$ cat config.mk
export PLATFORM = sky130hd
export DESIGN_NAME = transient_scheduler
export DESIGN_NICKNAME = d
export VERILOG_FILES = /design/src/rtl/transient_scheduler.sv
export SDC_FILE = /design/constraint.sdc
export NUM_CORES = 1
export LEC_CHECK = 0
export ABC_CLOCK_PERIOD_IN_PS = 7200
export CORE_MARGIN = 2
export CORE_UTILIZATION = 62
export CTS_CLUSTER_SIZE = 16
export DETAILED_ROUTE_END_ITERATION = 8
export HOLD_SLACK_MARGIN = 0.15
export PLACE_DENSITY = 0.86
export SYNTH_ARGS = -nofsm -noshare
export SYNTH_HDL_FRONTEND = slang
export SYNTH_SLANG_ARGS = --single-unit
$ cat constraint.sdc
create_clock -name clk -period 7.2 [get_ports clk]
set_clock_uncertainty 0.05 [all_clocks]
set_input_delay 0.72 -clock clk [delete_from_list [all_inputs] [get_ports clk]]
set_output_delay 0.72 -clock clk [all_outputs]
set_load 0.01 [all_outputs]
$ cat src/rtl/transient_scheduler.sv
`default_nettype none
// ============================================================================
// Module      : transient_scheduler
// Description : Watches four 2-bit channels for changes and times a
//               per-channel transient window. A single shared down-counter
//               serves all channels. Pending requests are granted
//               round-robin, or by fixed priority when TS_FIXED_PRIO_EN
//               is defined.
// Options     : TS_FIXED_PRIO_EN - fixed priority, with channel 0 highest
// Revision    : 1.0 - initial release
// ============================================================================
module transient_scheduler #(
    parameter int TICK_SCALE = 10000,
    parameter int CNT_W      = 18
) (
    input  logic       clk,
    input  logic       reset,
    input  logic [7:0] chan_in,
    input  logic [3:0] delay_sel,
    output logic [3:0] hold_o,
    output logic       busy,
    output logic [1:0] grant,
    output logic [3:0] pend
);

    typedef enum logic [1:0] {
        S_IDLE  = 2'd0,
        S_LOAD  = 2'd1,
        S_COUNT = 2'd2
    } state_t;

    localparam logic [CNT_W-1:0] C_TICK = CNT_W'(TICK_SCALE);
    localparam logic [CNT_W-1:0] C_ONE  = CNT_W'(1);

    state_t             state_q;
    logic [7:0]         chan_q;
    logic [3:0]         pend_q, pend_d;
    logic [3:0]         chg;
    logic [3:0]         clr_mask;
    logic [3:0]         hold_q;
    logic               busy_q;
    logic [1:0]         grant_q;
    logic [CNT_W-1:0]   cnt_q;
    logic [CNT_W-1:0]   load_val;
    logic [1:0]         sel;
    logic               take;

    // Per-channel change detect, comparing the live input with last cycle's copy.
    genvar gi;
    generate
        for (gi = 0; gi < 4; gi++) begin : g_chg
            assign chg[gi] = (chan_in[2*gi +: 2] != chan_q[2*gi +: 2]);
        end
    endgenerate

    // Register the channel inputs; cleared on reset so a non-zero input counts as a change.
    always_ff @(posedge clk) begin
        if (reset) chan_q <= 8'h00;
        else       chan_q <= chan_in;
    end

`ifdef TS_FIXED_PRIO_EN
    // Fixed priority: the lowest-numbered pending channel wins.
    always_comb begin
        sel = 2'd0;
        for (int k = 3; k >= 0; k--) begin
            if (pend_q[k]) sel = 2'(k);
        end
    end
`else
    logic [1:0] last_grant_q;
    logic [1:0] idx;
    logic       found;

    // Round-robin: search upward from the channel after the last one served.
    always_comb begin
        sel   = 2'd0;
        found = 1'b0;
        idx   = 2'd0;
        for (int k = 1; k <= 4; k++) begin
            idx = last_grant_q + 2'(k);
            if (!found && pend_q[idx]) begin
                sel   = idx;
                found = 1'b1;
            end
        end
    end
`endif

    // A grant is taken whenever the timer is free and something is waiting.
    assign take     = (state_q == S_IDLE) && (|pend_q);
    assign clr_mask = take ? (4'b0001 << sel) : 4'b0000;
    // A new change takes precedence over the grant clear in the same cycle.
    assign pend_d   = (pend_q & ~clr_mask) | chg;
    assign load_val = CNT_W'(delay_sel) * C_TICK;

    // Pending request flags.
    always_ff @(posedge clk) begin
        if (reset) pend_q <= 4'b0000;
        else       pend_q <= pend_d;
    end

    // Window FSM with registered grant/hold/busy outputs.
    always_ff @(posedge clk) begin
        if (reset) begin
            state_q      <= S_IDLE;
            cnt_q        <= '0;
            grant_q      <= 2'd0;
            hold_q       <= 4'b0000;
            busy_q       <= 1'b0;
`ifndef TS_FIXED_PRIO_EN
            last_grant_q <= 2'd3;
`endif
        end else begin
            case (state_q)
                S_IDLE: begin
                    if (take) begin
                        grant_q <= sel;
                        hold_q  <= 4'b0001 << sel;
                        busy_q  <= 1'b1;
                        state_q <= S_LOAD;
                    end
                end
                S_LOAD: begin
                    // delay_sel is sampled here only; later changes wait for the next window.
                    cnt_q   <= load_val;
                    state_q <= S_COUNT;
                end
                S_COUNT: begin
                    if (cnt_q == '0) begin
                        hold_q       <= 4'b0000;
                        busy_q       <= 1'b0;
                        state_q      <= S_IDLE;
`ifndef TS_FIXED_PRIO_EN
                        last_grant_q <= grant_q;
`endif
                    end else begin
                        cnt_q <= cnt_q - C_ONE;
                    end
                end
                default: begin
                    hold_q  <= 4'b0000;
                    busy_q  <= 1'b0;
                    state_q <= S_IDLE;
                end
            endcase
        end
    end

    assign hold_o = hold_q;
    assign busy   = busy_q;
    assign grant  = grant_q;
    assign pend   = pend_q;

endmodule
`default_nettype wire

==> results of run 1 <==
[cells by family after synthesis]
group | after synthesis | synth area share
AO/OA/AOI/OAI | 93 | 0.246
XOR/XNOR | 10 | 0.0340
adder cells (fa/ha/maj) | 18 | 0.0962
buffers and inverters | 27 | 0.0500
flip-flops | 41 | 0.319
multiplexers | 5 | 0.0194
AND/OR/NAND/NOR | 103 | 0.236
[sequential cells by signal (all words and copies together) (netlist names)]
| register | count |
|---|---|
| last_grant_q | 2 |
| cnt_q | 18 |
| chan_q | 8 |
| grant | 2 |
| state_q | 2 |
| pend | 4 |
| busy | 1 |
| hold_o | 4 |
[final cells by class]
cell class	instances	share of cell area
clock buffer	5	0.0233
clock inverter	3	0.0233
inverter	15	0.0190
multi-input combinational	229	0.550
sequential	41	0.277
tap	50	0.0211
timing repair buffer	26	0.0863
[power by group through the flow]
| stage | Combinational [mW] | Sequential [mW] | Clock [mW] |
|---|---|---|---|
| floorplan | 0.551 | 0.357 | 0 |
| global placement | 0.654 | 0.366 | 0 |
| detailed placement | 0.661 | 0.370 | 0 |
| CTS | 0.682 | 0.366 | 0.228 |
| global route | 0.759 | 0.378 | 0.236 |
| finish | 0.699 | 0.368 | 0.229 |
[layout by cell type, fill, tap and decap left out, types with 3 or more instances in the layout]
master and count:
dfxtp_1 41, clkdlybuf4s50_1 24, nor2_1 23, inv_1 15
o21ai_0 15, ha_1 15, a21oi_1 14, nor2b_1 12
xnor2_1 10, a21oi_2 10, a31oi_1 10, o21ai_1 9
nand2_1 8, nand2b_1 8, o21ai_2 8, nand3_1 7
nor3_1 6, nor4_1 5, or3_1 5, mux2i_1 5
clkbuf_8 5, nand4_1 4, a211oi_1 4, a22o_1 4
or2_2 3, or4_1 3, a21o_1 3, o31ai_1 3
fa_1 3
[metrics by stage]
step	instance area [sq um]	setup slack [ns]	instances	power, mW
after global routing	2960	3.44	369	1.37
after global placement	2820	3.50	361	1.02
after floorplan	2580	4.23	297	0.908
after CTS	2960	3.68	369	1.28
final	2960	3.68	369	1.30
after detailed placement	2820	3.38	361	1.03
[per-layer routing]
metal	up-vias	wire, um
li1	1126	-
met1	1105	2660
met2	103	2860
met3	11	485
met4	0	68
met5	-	0
[worst max-delay path, delay by kind of cell]
kind	cells	cell delay, ns
and+or+nand+nor	1	0.20
adders and majority gates	3	1.26
AOI/OAI and AO/OA	3	0.46
buffers and inverters	4	0.86
xor gates and xnor gates	1	0.13
[worst paths after layout]
kind                                  end    startpoint  slack, ns
worst max-delay path            cnt_q[14]  delay_sel[2]       3.68
worst min-delay path             grant[1]      grant[1]       0.43
worst max register to register  cnt_q[16]      cnt_q[0]       4.91
worst min register to register   grant[1]      grant[1]       0.43
==> reports/qor.csv, run 1 <==
metric,value,unit
fin_hold_ws,0.433,ns
hp-class,reg -> reg,
root_buffer,clkbuf_8,
rsz0062_at_grt,false,
grt_max_degree,41,
cp-start-kind,input port,
use_met1,0.373,
drtPass1Iterations,5,
layout.nets,350,
cts.htree.levels,2,
final_util,0.740,
post-route-drc-count,0,
design.die.area,4690,sq um
cts_made_buffers,5,
multi_input_area,1630,sq um
cts_hold_buf,0,
netlist_top_cells_area,"dfxtp_1 32%, ha_1 7.3%, a21oi_2 3.4%",
synth_nets,329,
final-seq-area,821,sq um
diodes,0,
switching_power,0.604,mW
cp-end-kind,register,
fin_crit,3.52,ns
worstPathArrival,3.63,ns
layout-drive-gt1-share,0.125,
cp_slowest_cell,clkdlybuf4s50_1,
yosys.area.top_type,dfxtp_1,
critPathMaxFanout,6,
worst_pin_slew,0.978,ns
ctsResizeCount,0,
max-cap-violations,0,
synth_cell_types,56,
syn_inst,297,
syn_avg_cell_area,8.67,sq um
synth-main-ff-cell,dfxtp_1,
initial_utilization,0.644,
grt_use_met2,0.447,
p_comb_frac,0.539,
switching_share,0.466,
synthArstFlopShare,0,
fillCellCount,315,
rows,23,
power.internal,0.692,mW
cp_slowest_stage_delay,0.59,ns
core_area,4000,sq um
chipWidth,68.5,um
path_class,in -> reg,
overflow,0,
maxSlewViolCount,0,
hold-path-cell-count,2,
antenna_found_initial,0,
clkSlewWorstSetupHoldPaths,0.08,ns
netlist.area_leader.share,0.319,
clock_path_buffers,2,
ios,25,
grt_pass1_wl,9790,um
postCtsSetupRepairBufs,0,
fin_tns_setup,0,ns
syn_to_final_growth,14.9,%
cp.required,7.31,ns
cp_cell_sequence,clkdlybuf4s50_1 > inv_1 > fa_1 > inv_1 > ha_1 > inv_1 > fa_1 > nor2b_1 > o21ai_0 > xnor2_1 > o21ai_0 > a211oi_2,
seq_area_frac_synth,0.319,
r2r_cells,7,
dp_hpwl,4160,um
netlist_area,2580,sq um
dieHeight,68.5,um
slew_headroom,0.348,
synth-edff-count,0,
final-hold-violation-count,0,
fmax,284,MHz
drt_wl_total,6070,um
grt_pass1_vias,2114,
status,finished clean,
yosys-top-cells-count,"41 x dfxtp_1, 23 x nor2_1, 15 x ha_1, 15 x inv_1, 15 x o21ai_0",
min_period_over_period,0.489,
cts_tree,yes,
use_met3,0.0641,
clock_latency,0.31,ns
grtUsageTotal,0.280,
wl_per_cell,16.4,um
busiest_layer,met2,
pwr-share-clk,0.177,
io_buffers,24,
p_leak,1.12,nW
powerDensity,438,nW/um^2
seqPwrFrac,0.284,
crit_top_cell,inv_1,
gp_congestion,0.856,
postRouteAntennaNets,0,
drtIter0Drc,219,
ys_warn_count,0,
clock-sinks,41,
viasPerCell,6.36,
finalSetupViolations,0,
synth.most_common_cell,dfxtp_1,
synth_seq_cells,41,
vias,2345,
vdd_ir_drop_max,0.186,mV
Note: power is estimated with default switching activity, not from simulation.
==> run 2, diff against run 1 <==
ABC_CLOCK_PERIOD_IN_PS = 3500   (was 7200)
CORE_UTILIZATION = 57   (was 62)
PLACE_DENSITY = 0.8   (was 0.86)
clock period = 3.5 ns   (was 7.2 ns; I/O delays follow)
==> run 2 against run 1 <==
  * Core utilization down 6.6 points
  * Cell count is 1.1% higher
  * Via count shrank 2.7%
  * Cell area fell by 0.80%
  * Power rose by 91%
  * Sequential share of layout area up 0.22 points
  * Sequential cell count is the same
  * Sequential power up 100%
  * Register-to-register slack worse by 3.7 ns
  * Count of clock-buffer cells in the layout rose by 1
  * Setup slack got worse by 3.2 ns
  * Non-clock buffer count rose by 2
==> reports/qor.csv, run 2 (synthesis results as in run 1) <==
metric,value,unit,change
cp.required,3.66,ns,was 7.31 ns
grt_max_degree,22,,was 41
use_met1,0.326,,was 0.373
rows,24,,was 23
cts_hold_buf,0,,unchanged
fin_crit,3.03,ns,
gp_congestion,0.878,,was 0.856
cts.htree.levels,2,,unchanged
design.die.area,5070,sq um,was 4690 sq um
cts_made_buffers,5,,unchanged
core_area,4350,sq um,was 4000 sq um
drtIter0Drc,166,,was 219
worstPathArrival,3.19,ns,was 3.63 ns
clkSlewWorstSetupHoldPaths,0.08,ns,about the same
use_met3,0.0309,,was 0.0641
overflow,0,,unchanged
clock_latency,0.30,ns,was 0.31 ns
root_buffer,clkbuf_8,,unchanged
cp-end-kind,register,,unchanged
postCtsSetupRepairBufs,0,,unchanged
busiest_layer,met2,,unchanged
mostFrequentLayoutCell,dfxtp_1,,unchanged
hp-class,reg -> reg,,unchanged
chipWidth,71.2,um,was 68.5 um
grt_use_met2,0.391,,was 0.447
final_util,0.674,,was 0.740
r2r-start,cnt_q[0],,unchanged
clock-sinks,41,,unchanged
powerDensity,843,nW/um^2,was 438 nW/um^2
final_cells,373,,was 369
rsz0062_at_grt,false,,unchanged
min_period_over_period,0.867,,
post-route-drc-count,0,,unchanged
critPathMaxFanout,4,,was 6
cp_cell_sequence,clkdlybuf4s50_1 > inv_1 > fa_1 > inv_1 > ha_1 > inv_1 > fa_1 > nor2b_1 > o211a_1 > o21ai_0 > xnor2_1 > a211oi_1,,was clkdlybuf4s50_1 > inv_1 > fa_1 > inv_1 > ha_1 > inv_1 > fa_1 > nor2b_1 > o21ai_0 > xnor2_1 > o21ai_0 > a211oi_2
path_class,in -> reg,,unchanged
r2r_cells,7,,unchanged
finalSetupViolations,0,,unchanged
worst_pin_slew,0.849,ns,was 0.978 ns
min_to,busy,,was grant[1]
r2r_end,cnt_q[16],,unchanged
cp-start-kind,input port,,unchanged
crit_top_cell,inv_1,,unchanged
clock_path_buffers,2,,unchanged
ctsResizeCount,0,,unchanged
viasPerCell,6.12,,was 6.36
dieHeight,71.2,um,was 68.5 um
initial_utilization,0.592,,was 0.644
largest_reg_flops,18,,unchanged
drtPass1Iterations,4,,was 5
grt_pass1_vias,2121,,was 2114
cts_tree,yes,,unchanged
postRouteAntennaNets,0,,unchanged
largest-register,cnt_q,,unchanged
place.detailed.instances,365,,was 361
syn_to_final_growth,13.9,%,was 14.9%
p_leak,1.11,nW,was 1.12 nW
drt_wl_total,5630,um,was 6070 um
max-cap-violations,0,,unchanged
reg_top3,"cnt_q (18), chan_q (8)",,unchanged
final_cell_mix,"41 x dfxtp_1, 24 x clkdlybuf4s50_1, 23 x nor2_1",,unchanged
layout-drive-gt1-share,0.131,,was 0.125
ios,25,,unchanged
diodes,0,,unchanged
grt_pass1_wl,9800,um,was 9790 um
grtUsageTotal,0.236,,was 0.280
io_buffers,24,,unchanged
wl_per_cell,15.1,um,was 16.4 um
antenna_found_initial,0,,unchanged
status,finished clean,,unchanged
layout.nets,352,,was 350
fin_tns_setup,0,ns,unchanged
slew_headroom,0.432,,was 0.348
reg2reg_slack,1.25,ns,was 4.91 ns
min_from,busy,,was grant[1]
dp_hpwl,4270,um,was 4160 um
cp_slowest_cell,clkdlybuf4s50_1,,unchanged
hold-path-cell-count,1,,was 2
maxSlewViolCount,0,,unchanged
cp_slowest_stage_delay,0.54,ns,was 0.59 ns
vias,2282,,was 2345
fmax,330,MHz,
final-hold-violation-count,0,,unchanged
vdd_ir_drop_max,0.437,mV,was 0.186 mV
==> run 2: per-layer routing <==
metal / wire length (um) / share of wire / up-vias
li1: - / - / 1128
met1: 2640 / 0.47 / 1074
met2: 2610 / 0.46 / 69
met3: 281 / 0.050 / 11
met4: 91 / 0.016 / 0
met5: 0 / 0 / -
==> run 2: layout make-up <==
cell class                 count  area [sq um]
fill                         362          1420
clock inverter                 2          13.8
inverter                      15          56.3
sequential                    41           821
clock buffer                   6          82.6
multi-input combinational    229          1630
tap                           52          65.1
timing repair buffer          28           270
==> run 2: how the worst max path moves through the flow <==
| stage | to | slack, ns | depth (start not counted) | from |
|---|---|---|---|---|
| 3_5_place_dp | cnt_q[16] | 0.15 | 12 | delay_sel[1] |
| 2_1_floorplan | cnt_q[16] | 0.90 | 11 | delay_sel[1] |
| 6_report | cnt_q[16] | 0.47 | 12 | delay_sel[1] |
| 4_1_cts | cnt_q[16] | 0.45 | 12 | delay_sel[1] |
| 3_3_place_gp | cnt_q[14] | 0.25 | 12 | delay_sel[1] |
| 5_1_grt | cnt_q[16] | 0.24 | 12 | delay_sel[1] |
==> run 2: stage by stage <==
stage	area, sq um	power (mW)	setup slack [ns]	hold WS [ns]
floorplan	2580	1.87	0.902	0.410
global placement	2840	2.11	0.247	0.397
detailed placement	2840	2.13	0.146	0.396
CTS	2940	2.46	0.452	0.415
global route	2940	2.67	0.244	0.431
finish	2940	2.47	0.466	0.415
==> run 2: worst max-delay path, delay by kind of cell <==
kind                       cells  cell delay, ns
AOI/OAI and AO/OA              3            0.49
and+or+nand+nor                1            0.18
xor gates and xnor gates       1            0.13
buffers and inverters          4            0.77
adders and majority gates      3            1.26
==> run 2: power by group <==
group	internal, mW	leakage (nW)	switching (mW)
clock network	0.160	0.0512	0.168
registers	0.592	0.338	0.161
logic	0.549	0.722	0.844
==> run 3, diff against run 2 <==
CAP_MARGIN = 10   (was default)
==> results of run 3 <==
Same layout as run 2: the final DEF is identical, and so are final timing and power.
